[config.mk]
export PLATFORM = sky130hd
export DESIGN_NAME = greenled_pio_sequencer_flat
export DESIGN_NICKNAME = d
export VERILOG_FILES = /design/src/rtl/greenled_pio_sequencer_if.sv /design/src/rtl/greenled_pio_sequencer.sv /design/src/flat_wrapper.sv
export SDC_FILE = /design/constraint.sdc
export NUM_CORES = 1
export LEC_CHECK = 0
export CAP_MARGIN = 20
export CORE_MARGIN = 2
export CORE_UTILIZATION = 47
export CTS_CLUSTER_SIZE = 14
export DETAILED_ROUTE_END_ITERATION = 10
export GPL_ROUTABILITY_DRIVEN = 0
export PLACE_DENSITY_LB_ADDON = 0.25
export SLEW_MARGIN = 20
export SYNTH_ARGS = -nofsm -noshare
export SYNTH_HDL_FRONTEND = slang
export SYNTH_SLANG_ARGS = --single-unit
export TNS_END_PERCENT = 20
[constraint.sdc]
create_clock -name clk -period 3.5 [get_ports clk]
set_clock_uncertainty 0.1 [all_clocks]
set_input_delay 1.05 -clock clk [delete_from_list [all_inputs] [get_ports clk]]
set_output_delay 1.05 -clock clk [all_outputs]
set_load 0.005 [all_outputs]
[src/rtl/greenled_pio_sequencer_if.sv]
// Avalon-MM write-only bus between the LED sequencer (master) and the
// green-LED PIO s1 port (slave).
interface greenled_pio_sequencer_if;
   logic [1:0]  pio_address;
   logic        pio_chipselect;
   logic        pio_write_n;
   logic [31:0] pio_writedata;

   modport master (
      output pio_address,
      output pio_chipselect,
      output pio_write_n,
      output pio_writedata
   );

   modport slave (
      input pio_address,
      input pio_chipselect,
      input pio_write_n,
      input pio_writedata
   );
endinterface

[src/rtl/greenled_pio_sequencer.sv]
// Timed LED frame generator (static/blink/rotate/count) that owns the PIO s1
// port and arbitrates its frame writes against one-shot host override writes.
module greenled_pio_sequencer #(
   parameter int LED_W        = 9,
   parameter int PERIOD_W     = 24,
   parameter int RESET_PERIOD = 5000000
) (
   input  logic                clk,
   input  logic                reset_n,
   input  logic [1:0]          cfg_address,
   input  logic                cfg_chipselect,
   input  logic                cfg_write_n,
   input  logic [31:0]         cfg_writedata,
   output logic [31:0]         cfg_readdata,
   input  logic                host_req,
   input  logic [LED_W-1:0]    host_data,
   output logic                host_ack,
   greenled_pio_sequencer_if.master pio
);

   typedef enum logic [1:0] {IDLE, SEQ_WR, HOST_WR} state_t;

   state_t              state;
   logic                enable;
   logic [1:0]          mode;
   logic [PERIOD_W-1:0] period;
   logic [LED_W-1:0]    pattern;
   logic [LED_W-1:0]    frame;
   logic [PERIOD_W-1:0] count;
   logic                pending;

   logic                cfg_wr, wr_ctrl, wr_period, wr_pattern;
   logic                running, tick, load;
   logic [PERIOD_W-1:0] limit;
   logic [LED_W-1:0]    load_value, tick_frame;
   logic                unused_wdata;

   assign cfg_wr       = cfg_chipselect & ~cfg_write_n;
   assign wr_ctrl      = cfg_wr && (cfg_address == 2'd0);
   assign wr_period    = cfg_wr && (cfg_address == 2'd1);
   assign wr_pattern   = cfg_wr && (cfg_address == 2'd2);
   assign unused_wdata = ^cfg_writedata;

   assign running = enable && (mode != 2'b00);
   // A zero period is treated as one: tick every cycle.
   assign limit   = (period == '0) ? '0 : period - PERIOD_W'(1);
   assign tick    = running && (count >= limit);
   assign load    = (wr_ctrl && cfg_writedata[0] && !enable) || (wr_pattern && enable);
   assign load_value = wr_pattern ? cfg_writedata[LED_W-1:0] : pattern;

   always_comb begin
      tick_frame = frame;
      case (mode)
         2'b01:   tick_frame = (frame == pattern) ? '0 : pattern;
         2'b10:   tick_frame = {frame[LED_W-2:0], frame[LED_W-1]};
         2'b11:   tick_frame = frame + LED_W'(1);
         default: tick_frame = frame;
      endcase
   end

   always_comb begin
      cfg_readdata = '0;
      if (cfg_chipselect) begin
         case (cfg_address)
            2'd0: cfg_readdata = {29'b0, mode, enable};
            2'd1: cfg_readdata = {{(32-PERIOD_W){1'b0}}, period};
            2'd2: cfg_readdata = {{(32-LED_W){1'b0}}, pattern};
            default: cfg_readdata = {14'b0, state != IDLE, pending,
                                     {(16-LED_W){1'b0}}, frame};
         endcase
      end
   end

   always_ff @(posedge clk or negedge reset_n) begin
      if (!reset_n) begin
         enable  <= 1'b0;
         mode    <= 2'b00;
         period  <= PERIOD_W'(RESET_PERIOD);
         pattern <= '0;
         frame   <= '0;
         count   <= '0;
         pending <= 1'b0;
      end else begin
         if (wr_ctrl) begin
            enable <= cfg_writedata[0];
            mode   <= cfg_writedata[2:1];
         end
         if (wr_period)  period  <= cfg_writedata[PERIOD_W-1:0];
         if (wr_pattern) pattern <= cfg_writedata[LED_W-1:0];

         if (wr_period || load || tick || !running) count <= '0;
         else                                       count <= count + PERIOD_W'(1);

         if (load)      frame <= load_value;
         else if (tick) frame <= tick_frame;

         // Disable beats a new tick/load, which beats consumption by a write.
         if (wr_ctrl && !cfg_writedata[0]) pending <= 1'b0;
         else if (load || tick)            pending <= 1'b1;
         else if (!host_req)               pending <= 1'b0;
      end
   end

   always_ff @(posedge clk or negedge reset_n) begin
      if (!reset_n) begin
         state              <= IDLE;
         pio.pio_address    <= '0;
         pio.pio_chipselect <= 1'b0;
         pio.pio_write_n    <= 1'b1;
         pio.pio_writedata  <= '0;
         host_ack           <= 1'b0;
      end else begin
         pio.pio_address <= '0;
         if (host_req) begin
            state              <= HOST_WR;
            pio.pio_chipselect <= 1'b1;
            pio.pio_write_n    <= 1'b0;
            pio.pio_writedata  <= {{(32-LED_W){1'b0}}, host_data};
            host_ack           <= 1'b1;
         end else if (pending) begin
            state              <= SEQ_WR;
            pio.pio_chipselect <= 1'b1;
            pio.pio_write_n    <= 1'b0;
            pio.pio_writedata  <= {{(32-LED_W){1'b0}}, frame};
            host_ack           <= 1'b0;
         end else begin
            state              <= IDLE;
            pio.pio_chipselect <= 1'b0;
            pio.pio_write_n    <= 1'b1;
            host_ack           <= 1'b0;
         end
      end
   end

endmodule

[src/flat_wrapper.sv]
// flat-port wrapper written by rule: the top's interface ports become plain ports
module greenled_pio_sequencer_flat 
#(
   parameter int LED_W        = 9,
   parameter int PERIOD_W     = 24,
   parameter int RESET_PERIOD = 5000000
)
  (clk, reset_n, cfg_address, cfg_chipselect, cfg_write_n, cfg_writedata, cfg_readdata, host_req, host_data, host_ack, pio_pio_address, pio_pio_chipselect, pio_pio_write_n, pio_pio_writedata);
  greenled_pio_sequencer_if pio_i ();
  input  logic clk;
  input  logic reset_n;
  input  logic [1:0] cfg_address;
  input  logic cfg_chipselect;
  input  logic cfg_write_n;
  input  logic [31:0] cfg_writedata;
  output logic [31:0] cfg_readdata;
  input  logic host_req;
  input  logic [LED_W-1:0] host_data;
  output logic host_ack;
  output wire logic [$bits(pio_i.pio_address)-1:0] pio_pio_address;
  output wire logic [$bits(pio_i.pio_chipselect)-1:0] pio_pio_chipselect;
  output wire logic [$bits(pio_i.pio_write_n)-1:0] pio_pio_write_n;
  output wire logic [$bits(pio_i.pio_writedata)-1:0] pio_pio_writedata;
  assign pio_pio_address = pio_i.pio_address;
  assign pio_pio_chipselect = pio_i.pio_chipselect;
  assign pio_pio_write_n = pio_i.pio_write_n;
  assign pio_pio_writedata = pio_i.pio_writedata;
  greenled_pio_sequencer #(.LED_W(LED_W), .PERIOD_W(PERIOD_W), .RESET_PERIOD(RESET_PERIOD)) u_core (.clk(clk), .reset_n(reset_n), .cfg_address(cfg_address), .cfg_chipselect(cfg_chipselect), .cfg_write_n(cfg_write_n), .cfg_writedata(cfg_writedata), .cfg_readdata(cfg_readdata), .host_req(host_req), .host_data(host_data), .host_ack(host_ack), .pio(pio_i));
endmodule
==> impl_metrics.env <==
export IMPL_outcome="finished with violations"
export IMPL_violations="negative setup slack"
export IMPL_cts_tree="yes"
export IMPL_worst_slack_ns=-0.126
export IMPL_wl_per_cell_um=17.5
export IMPL_avgViaCountPerCell=5.52
export IMPL_nets=808
export IMPL_pwr_share_clk_pct=27.3
export IMPL_synth_cell_area_sq_um=5690
export IMPL_grtUsageTotal_pct=23.8
export IMPL_fmax_mhz=276
export IMPL_fin_util_pct=63.4
export IMPL_critPathLaunchType="flop"
export IMPL_dp_cells=859
export IMPL_synth_distinct_cells=61
export IMPL_critPathMaxFanout=11
export IMPL_end_kind="flop"
export IMPL_rsz0062_at_grt="yes"
export IMPL_ir_drop_mv=0.309
export IMPL_p_switching_mw=1.26
export IMPL_cts_root_buf="clkbuf_16"
export IMPL_fin_crit_sh_pct=104
export IMPL_swShare_pct=34.5
export IMPL_layout_min_cycle_time_ns=3.63
export IMPL_num_vias=4884
export IMPL_clkSlewWorstSetupHoldPaths_ns=0.06
export IMPL_cts_inserted_buffers=9
export IMPL_drt_initial_drc_count=285
export IMPL_dpl_hpwl_mm=10.9
export IMPL_first_global_vias=4783
export IMPL_pwr_share_comb_pct=35.1
export IMPL_final_setup_tns_ns=-2.57
export IMPL_hp_class="flop to flop"
export IMPL_postCtsHoldBufs=0
export IMPL_final_cells=884
export IMPL_power_leakage_nw=3.38
export IMPL_power_frac_seq_pct=37.6
export IMPL_p_per_area_nw_per_um2=484
export IMPL_io_buffers=75
export IMPL_drv_slew=0
export IMPL_tightest_slew_ns=0.850
export IMPL_synth_seq_cells=83
export IMPL_htree_levels=3
export IMPL_crit_required_ns=3.68
export IMPL_layout_common_cells="dfrtp_1 (74), nand2_1 (73), buf_4 (62)"
export IMPL_syn_instance_count=607
export IMPL_layout_drive_gt1_share_pct=26.9
export IMPL_async_flop_share_pct=100
export IMPL_whs_ns=0.429
export IMPL_critPathArrivalTime_ns=3.81
export IMPL_setup_viol=30
export IMPL_yosysTopAreaCell="dfrtp_1"
export IMPL_antenna_found_initial=0
export IMPL_maxCapViolations=0
export IMPL_cp_slowest_cell="dfrtp_1"
export IMPL_gr_total_overflow=0
export IMPL_final_common_cell="dfrtp_1"
export IMPL_area_growth_pct=32.8
export IMPL_clock_latency_ns=0.35
export IMPL_yosys_warnings=0
export IMPL_p_int_mw=2.39
export IMPL_num_antenna_cells=0
export IMPL_crit_family="simple AND/OR/NAND/NOR gates"
export IMPL_io_pins=117
export IMPL_hold_violations=0
export IMPL_synth_edf_count=0
export IMPL_slew_headroom_pct=43.1
export IMPL_die_h_um=114
export IMPL_routed_wirelength_mm=15.5
export IMPL_dr_pass1_iters=4
export IMPL_die_area_sq_um=13000
export IMPL_synth_top_area_share_pct=32.6
export IMPL_ys_seq_area_share_pct=36.7
export IMPL_post_route_drc_count=0
export IMPL_clockBufferDepth=2
export IMPL_coreArea_sq_um=11900
export IMPL_timing_critical_path_mode_cell="a2111oi_4"
export IMPL_fp_dieW_um=114
export IMPL_worst_path_buf_inv=2
export IMPL_grt_pass1_wl_mm=24.2
export IMPL_synth_ff_type="dfrtp_1"
export IMPL_start_util_pct=47.8
export IMPL_grt_max_degree=84
export IMPL_cts_sinks=83
export IMPL_synth_area_leaders="dfrtp_1 (33%), mux2_2 (7.9%), ha_1 (6.2%)"
export IMPL_slowest_delay_ns=0.42
export IMPL_antenna_left=0
export IMPL_synth_area_per_cell_sq_um=9.37
export IMPL_critPathKind="flop to flop"
export IMPL_crit_chain="or3_4 > and4bb_2 > nand4_1 > and2_4 > ha_4 > nand2b_4 > a2111oi_4 > a2111oi_4 > buf_4 > o31ai_4 > nand4_4 > clkbuf_16 > nor2_1"
export IMPL_rows=40
==> through the flow <==
step	setup WS (ns)	total power [mW]	area, sq um
3_5_place_dp	-0.513	2.53	6910
4_1_cts	-0.131	3.55	7290
2_1_floorplan	0.00708	2.09	5850
3_3_place_gp	-0.497	2.49	6910
6_report	-0.126	3.66	7550
5_1_grt	-0.277	3.86	7550
==> path summary, 6_finish.rpt <==
kind	cells after the start	to	startpoint	slack [ns]
min in group asynchronous	1	u_core.count[6]$_DFF_PN0_	reset_n	0.62
setup reg to reg	13	u_core.count[14]$_DFF_PN0_	u_core.period[10]$_DFFE_PN0P_	-0.13
hold / removal	1	u_core.count[0]$_DFF_PN0_	u_core.count[0]$_DFF_PN0_	0.43
hold reg to reg	1	u_core.count[0]$_DFF_PN0_	u_core.count[0]$_DFF_PN0_	0.43
max in group asynchronous	1	u_core.pio.pio_chipselect$_DFF_PN0_	reset_n	2.10
setup / recovery	13	u_core.count[14]$_DFF_PN0_	u_core.period[10]$_DFFE_PN0P_	-0.13
==> cells in the mapped netlist (2+ instances only) <==
library cell / number
dfrtp_1: 74
nand2_1: 74
nor2_1: 56
mux2_2: 40
buf_4: 33
o21ai_0: 31
ha_1: 28
xnor2_1: 26
and2_1: 25
xor2_1: 25
nand4_1: 20
clkbuf_1: 17
nand3_1: 16
a21oi_1: 12
buf_2: 12
inv_1: 10
mux2i_1: 10
o31ai_1: 10
dfstp_2: 9
a221oi_1: 8
nor4_1: 7
and3_1: 6
a21o_1: 5
nor3_1: 4
or2_2: 4
mux4_2: 3
a222oi_1: 2
buf_6: 2
clkbuf_2: 2
nand2b_1: 2
nor2b_1: 2
o21a_1: 2
or3_1: 2
==> area by class of cell <==
cell class | count | area, sq um
multi-input combinational | 479 | 3540
inverter | 10 | 37.5
sequential | 83 | 2090
tap | 147 | 184
timing repair buffer | 149 | 1390
clock inverter | 6 | 71.3
clock buffer | 10 | 239
fill | 973 | 4360
==> what timing repair did <==
action / CTS / global route
setup buffers: 0 / 5
hold endpoints to repair: 0 / 0
gates resized for setup: 50 / 41
gates cloned: 2 / 2
endpoints found under the setup margin: 57 / 37
pin swaps: 4 / 15
==> sequential cells by signal, indices dropped and copies added (netlist names) <==
signal,flops
u_core.count,24
u_core.period,24
u_core.frame,9
u_core.pattern,9
u_core.pio.pio_writedata,9
u_core.mode,2
u_core.enable,1
u_core.host_ack,1
u_core.pending,1
u_core.pio.pio_chipselect,1
u_core.pio.pio_write_n,1
u_core.state,1
==> power groups by stage <==
stage	Clock, mW	Combinational [mW]	Sequential (mW)
4_1_cts	1.02	1.17	1.36
3_5_place_dp	0	1.15	1.38
6_report	0.998	1.28	1.37
2_1_floorplan	0	0.830	1.26
5_1_grt	1.06	1.40	1.40
3_3_place_gp	0	1.12	1.37
==> routing by layer <==
layer	vias up	GRT usage (%)	share of wire, %
li1	2313	-	-
met1	2395	29.1	41
met2	147	41.2	52
met3	29	6.48	5.2
met4	0	7.07	2.3
met5	-	0	0
==> cells by family after synthesis <==
group	synth area share, %
flip-flops	36.7
buffers and inverters	7.83
XOR/XNOR	7.85
other	0.0659
adder cells (fa/ha/maj)	6.16
AO/OA/AOI/OAI	10.5
multiplexers	10.9
AND/OR/NAND/NOR	20.0
Note: power is estimated with default switching activity, not from simulation.
